## src/rtl/truth_table_sequencer.sv

```systemverilog
// truth_table_sequencer: exhaustive sweep-and-check engine for an
// N_IN-input, 1-output combinational datapath.
//
// Parameters:
//   N_IN        number of datapath inputs (sweep covers 2**N_IN vectors)
//   HOLD_CYCLES cycles each vector is held; sampled on the last one
//   EXPECTED    golden truth table, bit i = expected output of vector i
//
// Ports:
//   clk           rising-edge clock
//   rst_n         synchronous active-low reset
//   start         sweep request, sampled only in IDLE
//   abort         drops an APPLY sweep back to IDLE without done
//   dut_in        vector driven to the datapath (0 outside APPLY)
//   dut_out       datapath response
//   busy          high while vectors are being applied
//   done          one-cycle pulse at sweep end
//   result_tt     captured truth table
//   err_count     number of mismatching vectors
//   first_err_idx index of first mismatch (valid when err_count != 0)
//   pass          last completed sweep had no mismatches
//
// Build option:
//   TT_SEQ_STOP_ON_ERR_EN  first mismatch ends the sweep early

module truth_table_sequencer #(
    parameter int                 N_IN        = 4,
    parameter int                 HOLD_CYCLES = 2,
    parameter logic [2**N_IN-1:0] EXPECTED    = '0
) (
    input  logic                 clk,
    input  logic                 rst_n,
    input  logic                 start,
    input  logic                 abort,
    output logic [N_IN-1:0]      dut_in,
    input  logic                 dut_out,
    output logic                 busy,
    output logic                 done,
    output logic [2**N_IN-1:0]   result_tt,
    output logic [N_IN:0]        err_count,
    output logic [N_IN-1:0]      first_err_idx,
    output logic                 pass
);

    localparam int NV = 2**N_IN;
    localparam int CW = N_IN + 1;
    localparam int HW = (HOLD_CYCLES > 1) ? $clog2(HOLD_CYCLES) : 1;

    localparam logic [HW-1:0]   HOLD_LAST = HW'(HOLD_CYCLES - 1);
    localparam logic [N_IN-1:0] VEC_LAST  = N_IN'(NV - 1);

    typedef enum logic [1:0] {
        IDLE,
        APPLY,
        DONE
    } state_t;

    state_t          state;
    logic [N_IN-1:0] vec;
    logic [HW-1:0]   hold;

    logic sample_now;
    logic mismatch;
    logic last_vec;
    logic stop_now;

    assign sample_now = (hold == HOLD_LAST);
    assign mismatch   = (dut_out != EXPECTED[vec]);
    assign last_vec   = (vec == VEC_LAST);

`ifdef TT_SEQ_STOP_ON_ERR_EN
    // A mismatch ends the sweep on the same sampling edge.
    assign stop_now = last_vec || mismatch;
`else
    assign stop_now = last_vec;
`endif

    always_ff @(posedge clk) begin
        if (!rst_n) begin
            state         <= IDLE;
            vec           <= '0;
            hold          <= '0;
            dut_in        <= '0;
            busy          <= 1'b0;
            done          <= 1'b0;
            result_tt     <= '0;
            err_count     <= '0;
            first_err_idx <= '0;
            pass          <= 1'b0;
        end else begin
            unique case (state)
                IDLE: begin
                    done <= 1'b0;
                    if (start) begin
                        state         <= APPLY;
                        busy          <= 1'b1;
                        vec           <= '0;
                        hold          <= '0;
                        dut_in        <= '0;
                        result_tt     <= '0;
                        err_count     <= '0;
                        first_err_idx <= '0;
                        pass          <= 1'b0;
                    end
                end

                APPLY: begin
                    if (abort) begin
                        // Partial results are kept; no sample this edge.
                        state  <= IDLE;
                        busy   <= 1'b0;
                        vec    <= '0;
                        hold   <= '0;
                        dut_in <= '0;
                        pass   <= 1'b0;
                    end else if (sample_now) begin
                        result_tt[vec] <= dut_out;
                        if (mismatch) begin
                            err_count <= err_count + CW'(1);
                            if (err_count == '0) begin
                                first_err_idx <= vec;
                            end
                        end
                        hold <= '0;
                        if (stop_now) begin
                            state  <= DONE;
                            busy   <= 1'b0;
                            done   <= 1'b1;
                            vec    <= '0;
                            dut_in <= '0;
                        end else begin
                            vec    <= vec + N_IN'(1);
                            dut_in <= vec + N_IN'(1);
                        end
                    end else begin
                        hold <= hold + HW'(1);
                    end
                end

                DONE: begin
                    // err_count already includes the final sample here.
                    done  <= 1'b0;
                    pass  <= (err_count == '0);
                    state <= IDLE;
                end

                default: begin
                    state  <= IDLE;
                    busy   <= 1'b0;
                    done   <= 1'b0;
                    dut_in <= '0;
                end
            endcase
        end
    end

endmodule

```

## config.mk

```make
export PLATFORM = sky130hd
export DESIGN_NAME = truth_table_sequencer
export DESIGN_NICKNAME = d
export VERILOG_FILES = /design/src/rtl/truth_table_sequencer.sv
export SDC_FILE = /design/constraint.sdc
export NUM_CORES = 1
export LEC_CHECK = 0
export ABC_AREA = 1
export CORE_UTILIZATION = 40
export CTS_CLUSTER_DIAMETER = 150
export DETAILED_ROUTE_END_ITERATION = 10
export GPL_ROUTABILITY_DRIVEN = 0
export PLACE_DENSITY = 0.63
export SYNTH_ARGS = -nofsm -noshare
export SYNTH_HDL_FRONTEND = slang
export SYNTH_SLANG_ARGS = --single-unit
```

## constraint.sdc

```tcl
create_clock -name clk -period 2.5 [get_ports clk]
set_clock_uncertainty 0.15 [all_clocks]
set_input_delay 0.5 -clock clk [delete_from_list [all_inputs] [get_ports clk]]
set_output_delay 0.5 -clock clk [all_outputs]
set_load 0.1 [all_outputs]
```

======== Word level (Yosys, flattened, before mapping) ========
Memories as Yosys holds them, arrays and structs flattened. A register that Yosys moved wholly into a read port is not among the register bits.
Index checks and enable logic that the tools add are counted.
word-level totals
  ROM bits ................................ 16
  register bits after elaboration ......... 39
  memories ................................ 1
operators by class
  bitwise operators ....................... 2
  add/subtract/negate cells ............... 3
  equal/unequal tests ..................... 12
  muxes and demuxes ....................... 42
  order comparisons ....................... 2
  reductions and logical operators ........ 16
memory list
  name             words  width  read ports  clocked after Yosys merged registers in  write ports  line  source
  (no name shown)  16     1      1           1                                        0            68    assign mismatch = (dut_out != EXPECTED[vec]);
operators by type and width
  cell                                                         count
  two-way mux 16 bit                                           3
  two-way mux 4 bit                                            10
  one-hot mux 16 bit (2 select lines)                          1
  two-way mux 5 bit                                            4
  bitwise mux 16 bit                                           1
  one-hot mux 4 bit (2 select lines)                           2
  AND reduction 3 bit                                          5
  != test 2 bit (second input constant)                        6
  one-hot mux 4 bit (3 select lines)                           1
  two-way mux 1 bit                                            10
  one-hot mux 5 bit (2 select lines)                           1
  two-way mux 2 bit                                            4
  AND reduction 4 bit                                          2
  != test 3 bit (second input constant)                        2
  one-hot mux 1 bit (3 select lines)                           2
  AND reduction 6 bit                                          1
  adder 5 x 1 -> 5 bit (second input constant)                 1
  zero test 5 bit                                              1
  less-than comparator 4 x 5 -> 1 bit (second input constant)  1
  AND reduction 5 bit                                          1
  adder 4 x 1 -> 4 bit (second input constant)                 1
  demux 1 bit (select 4 bit)                                   1
  equality test 4 bit (second input constant)                  1
  >= comparator 4 x 1 -> 1 bit (second input constant)         1
  12 further kinds                                             14

======== Longest topological paths before layout ========
Gate-level depths: netlist of run 1.
  depth in word-level cells ............... 8
  mapped depth ............................ 10

======== Worst setup path after synthesis of run 1 ========
Ideal clock, no wire load.
  path kind ............................... flip-flop to flip-flop
  start point ............................. register err_count[0]
  end point ............................... register first_err_idx[0]
  path slack .............................. 327 ps
  required time ........................... 2236 ps
  stages on the path, launching flop included .. 11
  period minus slack after synthesis ...... 2173 ps
  library setup time ...................... 114 ps
  arrival ................................. 1909 ps
  cell sequence ........................... dfxtp_1 inv_1 ha_1 inv_1 nor2_1 nand2_1 o21bai_1 nand2_1 nand2_1 nand2_1 nor2_1
on the way
  word-level cells in the longest chain between the ends .. 3
ends and longest elaborated chain
  what                           line  source
  start: declaration             40    output logic [N_IN:0] err_count,
  start signal: assignment       119   err_count <= err_count + CW'(1);
  zero test 5 bit                120   if (err_count == '0) begin
  != test 2 bit (no line)        --
  AND reduction 6 bit (no line)  --
  end signal: assignment         121   first_err_idx <= vec;
  end: declaration               41    output logic [N_IN-1:0] first_err_idx,
No other way between the ends.
A chain may end at the register's enable or synchronous reset.

======== Worst setup path after layout of run 1 ========
  start point ............................. input port start
  end point ............................... register first_err_idx[0]
on the way
  word-level cells in the longest chain between the ends .. 2
ends and longest elaborated chain
  what                           line  source
  start: declaration             33    input logic start,
  != test 2 bit (no line)        --
  AND reduction 6 bit (no line)  --
No other way between the ends.

==> results.json, run 1 <==
{
  "status": "finished, final reports clean",
  "crit_path_end_kind": "flop",
  "drcViolationCount": 0,
  "syn_inst": 297,
  "synth_edf_count": 0,
  "dp_hpwl_mm": 3.351,
  "critPathTopFamily": "simple AND/OR/NAND/NOR gates",
  "min_path_type": "flop to flop",
  "synth_fa_ha_area_share_pct": 3.738,
  "htreeDepth": 2,
  "synth.distinct_cells": 24,
  "cts_resized": 0,
  "place_ws_ns": 0.3639,
  "synth-simple-area-share_pct": 36.64,
  "avgSynthCellArea_um2": 6.762,
  "cts_made_buffers": 5,
  "min_period_ns": 1.829,
  "wirelength_mm": 4.825,
  "portBuffers": 36,
  "layout-drive-gt1-share_pct": 14.41,
  "ir_drop_mv": 0.3827,
  "synth_most_common_cell": "nand2_1",
  "muxShareOfSynthArea_pct": 0,
  "min_to": "result_tt[12]$_SDFFE_PN0P_",
  "viasPerCell": 4.855,
  "totalNegativeSetupSlack_ns": 0,
  "coreArea_um2": 4786,
  "cap_violations": 0,
  "r2r_slack_ns": 0.67,
  "seq_area_frac_synth_pct": 38.88,
  "syn2layout_area_growth_pct": 20.19,
  "maxSlewHeadroom_pct": 64.57,
  "cts_hold_buf": 0,
  "grt_pass1_vias": 1794,
  "pwr-share-comb_pct": 21.6,
  "seq_power_share_pct": 47.6,
  "start_util_pct": 41.96,
  "dieWidth_um": 72.86,
  "fmax_ghz": 0.5469,
  "cts_tree": "yes",
  "cpPeakStageDelay_ns": 0.51,
  "r2r_cells": 8,
  "io_pins": 37,
  "cts_sinks": 39,
  "diodes": 0,
  "die_h_um": 72.86,
  "synth_top_family_by_area": "simple AND/OR/NAND/NOR gates",
  "p_clk_share_pct": 30.9,
  "worst-path-max-fanout": 8,
  "grt_overflow": 0,
  "dieArea_um2": 5308,
  "use_met1_pct": 26.81,
  "netlist_area_um2": 2008,
  "timing.rr.start": "vec[1]$_SDFFE_PN0P_",
  "rsz0062_at_grt": "false",
  "clock_path_buffers": 2,
  "clkTransAtPathRegs_ns": 0.08,
  "grt_max_degree": 34,
  "busiest_layer": "met2",
  "hold_ws_ns": 0.3123,
  "synth_compound_area_share_pct": 12.59,
  "antenna_found_initial": 0,
  "gr-usage-met3_pct": 3.315,
  "cts_root_buf": "clkbuf_8",
  "crit_slowest_cell": "clkdlybuf4s50_1",
  "grt_pass1_wl_mm": 8.197,
  "synth-xor-area-share_pct": 0,
  "power_switching_mw": 0.4640,
  "ys_top_cells_by_area": "dfxtp_1 39%, nand2_1 14%, a21oi_1 8.5%",
  "worstPathRequired_ns": 2.54,
  "hold_path_startpoint": "result_tt[12]$_SDFFE_PN0P_",
  "finalHoldViolCount": 0,
  "synthTopCellsByCount": "77 x nand2_1, 41 x nor2_1, 39 x dfxtp_1",
  "setup_viol_count_final": 0,
  "start_kind": "input pin",
  "slew_violations": 0,
  "wl_per_cell_um": 12.06,
  "vias": 1942,
  "powerDensity_nw_per_um2": 565.8,
  "arrival_ns": 1.87,
  "fin_util_pct": 50.43,
  "path_common_cell": "nor2_1",
  "path_cells": "clkdlybuf4s50_1, nor2_1, nand2_1, nand2_1, nor2_1, nand2_1, nor2_1, nor2_1",
  "yosysTopAreaCell": "dfxtp_1",
  "worst_slack_ns": 0.6715,
  "met2_usage_pct": 32.09,
  "p_sw_share_pct": 33.98,
  "synth-seq-cells": 39,
  "dr.pass1.iters": 4,
  "async_flop_share_pct": 0,
  "crit_buf_inv": 1,
  "grt_usage_pct": 20.00,
  "worstSkewPairLatency_ns": 0.29,
  "cts_setup_buffers": 0,
  "r2r-end": "dut_in[3]$_SDFFE_PN0P_",
  "initialDrtViolationCount": 122,
  "synth_nets": 308,
  "nNetsFinal": 343,
  "period_share_pct": 73.14,
  "std_cell_rows": 25,
  "whs_path_depth": 2,
  "worst_slew_pin_slew_ns": 0.5302,
  "crit_type": "input pin to flop",
  "p_int_mw": 0.9016,
  "synth-main-ff-cell": "dfxtp_1",
  "p_leak_nw": 1.051,
  "nFillCells": 488,
  "yosys.area.top_type_share_pct": 38.88,
  "yosys_warnings": 0,
  "antenna_left": 0
}
## kinds of logic (layout without fill, tap and decap cells)
family / after synthesis / count (layout)
AOI/OAI and AO/OA: 49 / 49
adders and majority gates: 6 / 6
buffers and inverters: 39 / 75
DFF: 39 / 39
and+or+nand+nor: 164 / 164
## worst register-to-register path, cell delays in order, from the launching register on
cell	delay, ns
dfxtp_1	0.42
ha_1	0.25
nand2_1	0.09
nor2_1	0.31
inv_1	0.11
nand2_1	0.16
nor2_1	0.06
nand2_1	0.09
a21oi_1	0.07
## stage by stage
step	power, mW	instance area [µm²]	cells
final	1.366	2414	400
after global routing	1.434	2414	400
after CTS	1.371	2414	400
after detailed placement	0.9585	2332	392
after global placement	0.9575	2332	392
after floorplan	0.8945	2008	297
## layout by cell type, fill, tap and decap left out, drive strengths merged
cell type,Yosys,routed
nand4,2,2
nor3,3,3
a31oi,2,2
clkinv,0,1
o21bai,2,2
nand3b,8,8
o21ai,11,11
nor2,45,45
nand3,28,28
dfxtp,39,39
ha,6,6
clkdlybuf4s50,0,4
a21oi,34,34
buf,7,34
inv,29,29
clkbuf,3,7
nand2,78,78
## worst max path at each step
stage                              start                       endpoint  depth (start not counted)
2_1_floorplan  err_count[0]$_SDFFE_PN0P_  first_err_idx[0]$_SDFFE_PN0P_                         10
3_3_place_gp                       start            vec[0]$_SDFFE_PN0P_                          5
3_5_place_dp                       start  first_err_idx[0]$_SDFFE_PN0P_                          8
4_1_cts                            start  first_err_idx[0]$_SDFFE_PN0P_                          8
5_1_grt                            start  first_err_idx[0]$_SDFFE_PN0P_                          9
6_report                           start  first_err_idx[0]$_SDFFE_PN0P_                          8
## sequential cells by signal (all words and copies together) (netlist names)
name	cells
result_tt	16
pass	1
busy	1
done	1
first_err_idx	4
err_count	5
hold	1
vec	4
state	2
dut_in	4
## area by class of cell
class                      instances  area (µm²)  area share (%)
timing repair buffer              38       295.3           12.23
multi-input combinational        219        1064           44.06
clock inverter                     1       5.005          0.2074
inverter                          29       108.9           4.510
tap                               67       83.83           3.473
sequential                        39       780.7           32.35
clock buffer                       7       76.32           3.162
## per-layer routing
| metal | vias to the layer above | wire [µm] | share of wire, % |
|---|---|---|---|
| met5 | - | 0 | 0 |
| met1 | 865 | 2375 | 49 |
| met4 | 0 | 75 | 1.6 |
| li1 | 1028 | - | - |
| met3 | 6 | 206 | 4.3 |
| met2 | 43 | 2167 | 45 |
## power by group through the flow
| stage | Clock [mW] | Sequential, mW | Combinational, mW |
|---|---|---|---|
| after floorplan | 0 | 0.746 | 0.148 |
| after global placement | 0 | 0.664 | 0.294 |
| after detailed placement | 0 | 0.664 | 0.295 |
| after CTS | 0.426 | 0.650 | 0.296 |
| after global routing | 0.456 | 0.651 | 0.327 |
| final | 0.421 | 0.650 | 0.295 |
No activity file was read; power rests on OpenSTA's default activity.
==> inputs of run 2 (changes only) <==
==> constraint.sdc (replaced) <==
create_clock -name clk -period 1.7 [get_ports clk]
set_clock_uncertainty 0.15 [all_clocks]
set_input_delay 0.34 -clock clk [delete_from_list [all_inputs] [get_ports clk]]
set_output_delay 0.34 -clock clk [all_outputs]
set_load 0.1 [all_outputs]
==> run 2 against run 1 <==
Net effect:
- global-route usage increased by 0.82 points
- clock power increased by 83%
- cell area increased by 27%
- combinational power increased by 86%
- largest cell class unchanged
==> results.json, run 2 (same netlist as run 1, synthesis figures left out) <==
{
  "path_common_cell": "nand2_1",
  "dp_hpwl_mm": 3.652,
  "finalNonFillerCells": 419,
  "place_ws_ns": -0.2743,
  "initialDrtViolationCount": 142,
  "coreArea_um2": 4786,
  "fin_area_um2": 3077,
  "viasPerCell": 4.852,
  "timing.rr.start": "vec[1]$_SDFFE_PN0P_",
  "min_path_type": "flop to flop",
  "worst_slack_ns": 0.1069,
  "status": "finished, final reports clean",
  "antenna_found_initial": 0,
  "fmax_ghz": 0.6277,
  "layout_common_cells": "74 x nand2_1, 38 x nor2_1, 35 x buf_12, 33 x a21oi_1, 33 x dfxtp_1",
  "cp-startpoint": "start",
  "htreeDepth": 2,
  "cap_violations": 0,
  "seq_area_um2": 793.3,
  "worstSkewPairLatency_ns": 0.30,
  "nFillCells": 414,
  "dpl_cell_area_um2": 2904,
  "cts_tree": "yes",
  "period_share_pct": 93.71,
  "start_kind": "input pin",
  "clock_path_buffers": 2,
  "cts_root_buf": "clkbuf_8",
  "diodes": 0,
  "vias": 2033,
  "p_leak_nw": 1.263,
  "nNetsFinal": 362,
  "crit_type": "input pin to flop",
  "p_int_mw": 1.566,
  "crit_slowest_cell": "clkdlybuf4s50_1",
  "worstPathRequired_ns": 1.74,
  "drcViolationCount": 0,
  "seq_power_share_pct": 42.2,
  "grt_overflow": 0,
  "multi_input_area_um2": 1101,
  "wl_per_cell_um": 11.89,
  "portBuffers": 36,
  "clkTransAtPathRegs_ns": 0.08,
  "min_period_ns": 1.593,
  "crit_path_end_kind": "flop",
  "dieWidth_um": 72.86,
  "syn2layout_area_growth_pct": 53.21,
  "dp_cells": 410,
  "grt_pass1_wl_mm": 8.556,
  "hold_path_startpoint": "err_count[0]$_SDFFE_PN0P_",
  "grt_max_degree": 34,
  "ir_drop_mv": 0.5691,
  "rsz0062_at_grt": "true",
  "cts_hold_buf": 0,
  "top_regs": "result_tt x16, err_count x5",
  "hold_ws_ns": 0.3408,
  "cts_made_buffers": 5,
  "finalHoldViolCount": 0,
  "std_cell_rows": 25,
  "largest_reg_flops": 16,
  "layout-drive-gt1-share_pct": 23.58,
  "powerDensity_nw_per_um2": 742.2,
  "pwr-share-comb_pct": 24.0,
  "start_util_pct": 41.96,
  "cts_sinks": 39,
  "io_pins": 37,
  "top_register": "result_tt",
  "slew_violations": 0,
  "arrival_ns": 1.63,
  "setup_viol_count_final": 0,
  "path_cells": "clkdlybuf4s50_1, nor2_1, nand2_1, nand2_1, nor2_2, buf_6, nand2_1, nand2_1, a21oi_1",
  "worst_slew_pin_slew_ns": 0.2457,
  "power_switching_mw": 0.7175,
  "power_mw": 2.284,
  "p_sw_share_pct": 31.42,
  "grt_usage_pct": 20.82,
  "cpPeakStageDelay_ns": 0.52,
  "die_h_um": 72.86,
  "p_clk_share_pct": 33.8,
  "dieArea_um2": 5308,
  "maxSlewHeadroom_pct": 83.56,
  "worst-path-max-fanout": 10,
  "wirelength_mm": 4.984,
  "final_common_cell": "nand2_1",
  "dr.pass1.iters": 4,
  "grt_pass1_vias": 1886,
  "antenna_left": 0
}
[run 2: metrics by stage]
step | utilization [%] | TNS (ns)
CTS | 62.98 | 0
global placement | 60.68 | -5.552
finish | 64.29 | 0
floorplan | - | 0
global route | 64.29 | -0.3163
detailed placement | 60.68 | -6.206
[run 2: critical path: cells and delay by family]
family	cells	cell delay [ns]
AO/OA/AOI/OAI	1	0.05
buffers and inverters	2	0.69
AND/OR/NAND/NOR	6	0.55
[run 2: worst paths after layout]
kind	endpoint	slack, ns	cells after the start
max	result_tt[14]$_SDFFE_PN0P_	0.11	9
min	err_count[0]$_SDFFE_PN0P_	0.34	1
max reg2reg	result_tt[1]$_SDFFE_PN0P_	0.13	8
min reg2reg	err_count[0]$_SDFFE_PN0P_	0.34	1
[run 2: power groups by stage]
stage / Clock (mW) / Sequential [mW] / Combinational (mW)
detailed placement: 0 / 0.983 / 0.511
global placement: 0 / 0.984 / 0.505
floorplan: 0 / 1.10 / 0.218
global route: 0.813 / 0.968 / 0.597
CTS: 0.785 / 0.963 / 0.511
finish: 0.771 / 0.964 / 0.548
[run 2: area by class of cell]
type                       count  share of cell area, %
sequential                    39                  25.78
timing repair buffer          57                  28.59
clock inverter                 2                  1.220
clock buffer                   6                  2.359
multi-input combinational    219                  35.79
tap                           67                  2.725
inverter                      29                  3.538
[run 2: per-layer routing]
layer | GRT usage [%] | share of wire [%]
met1 | 26.50 | 48
met2 | 34.37 | 47
met3 | 3.729 | 3.2
met4 | 9.368 | 2.0
met5 | 0 | 0
[run 2: timing repair]
item	4_1_cts	5_1_grt
buffers inserted	0	1
setup endpoints to repair	0	25
resized for setup	0	13
endpoints found under the hold margin	0	0
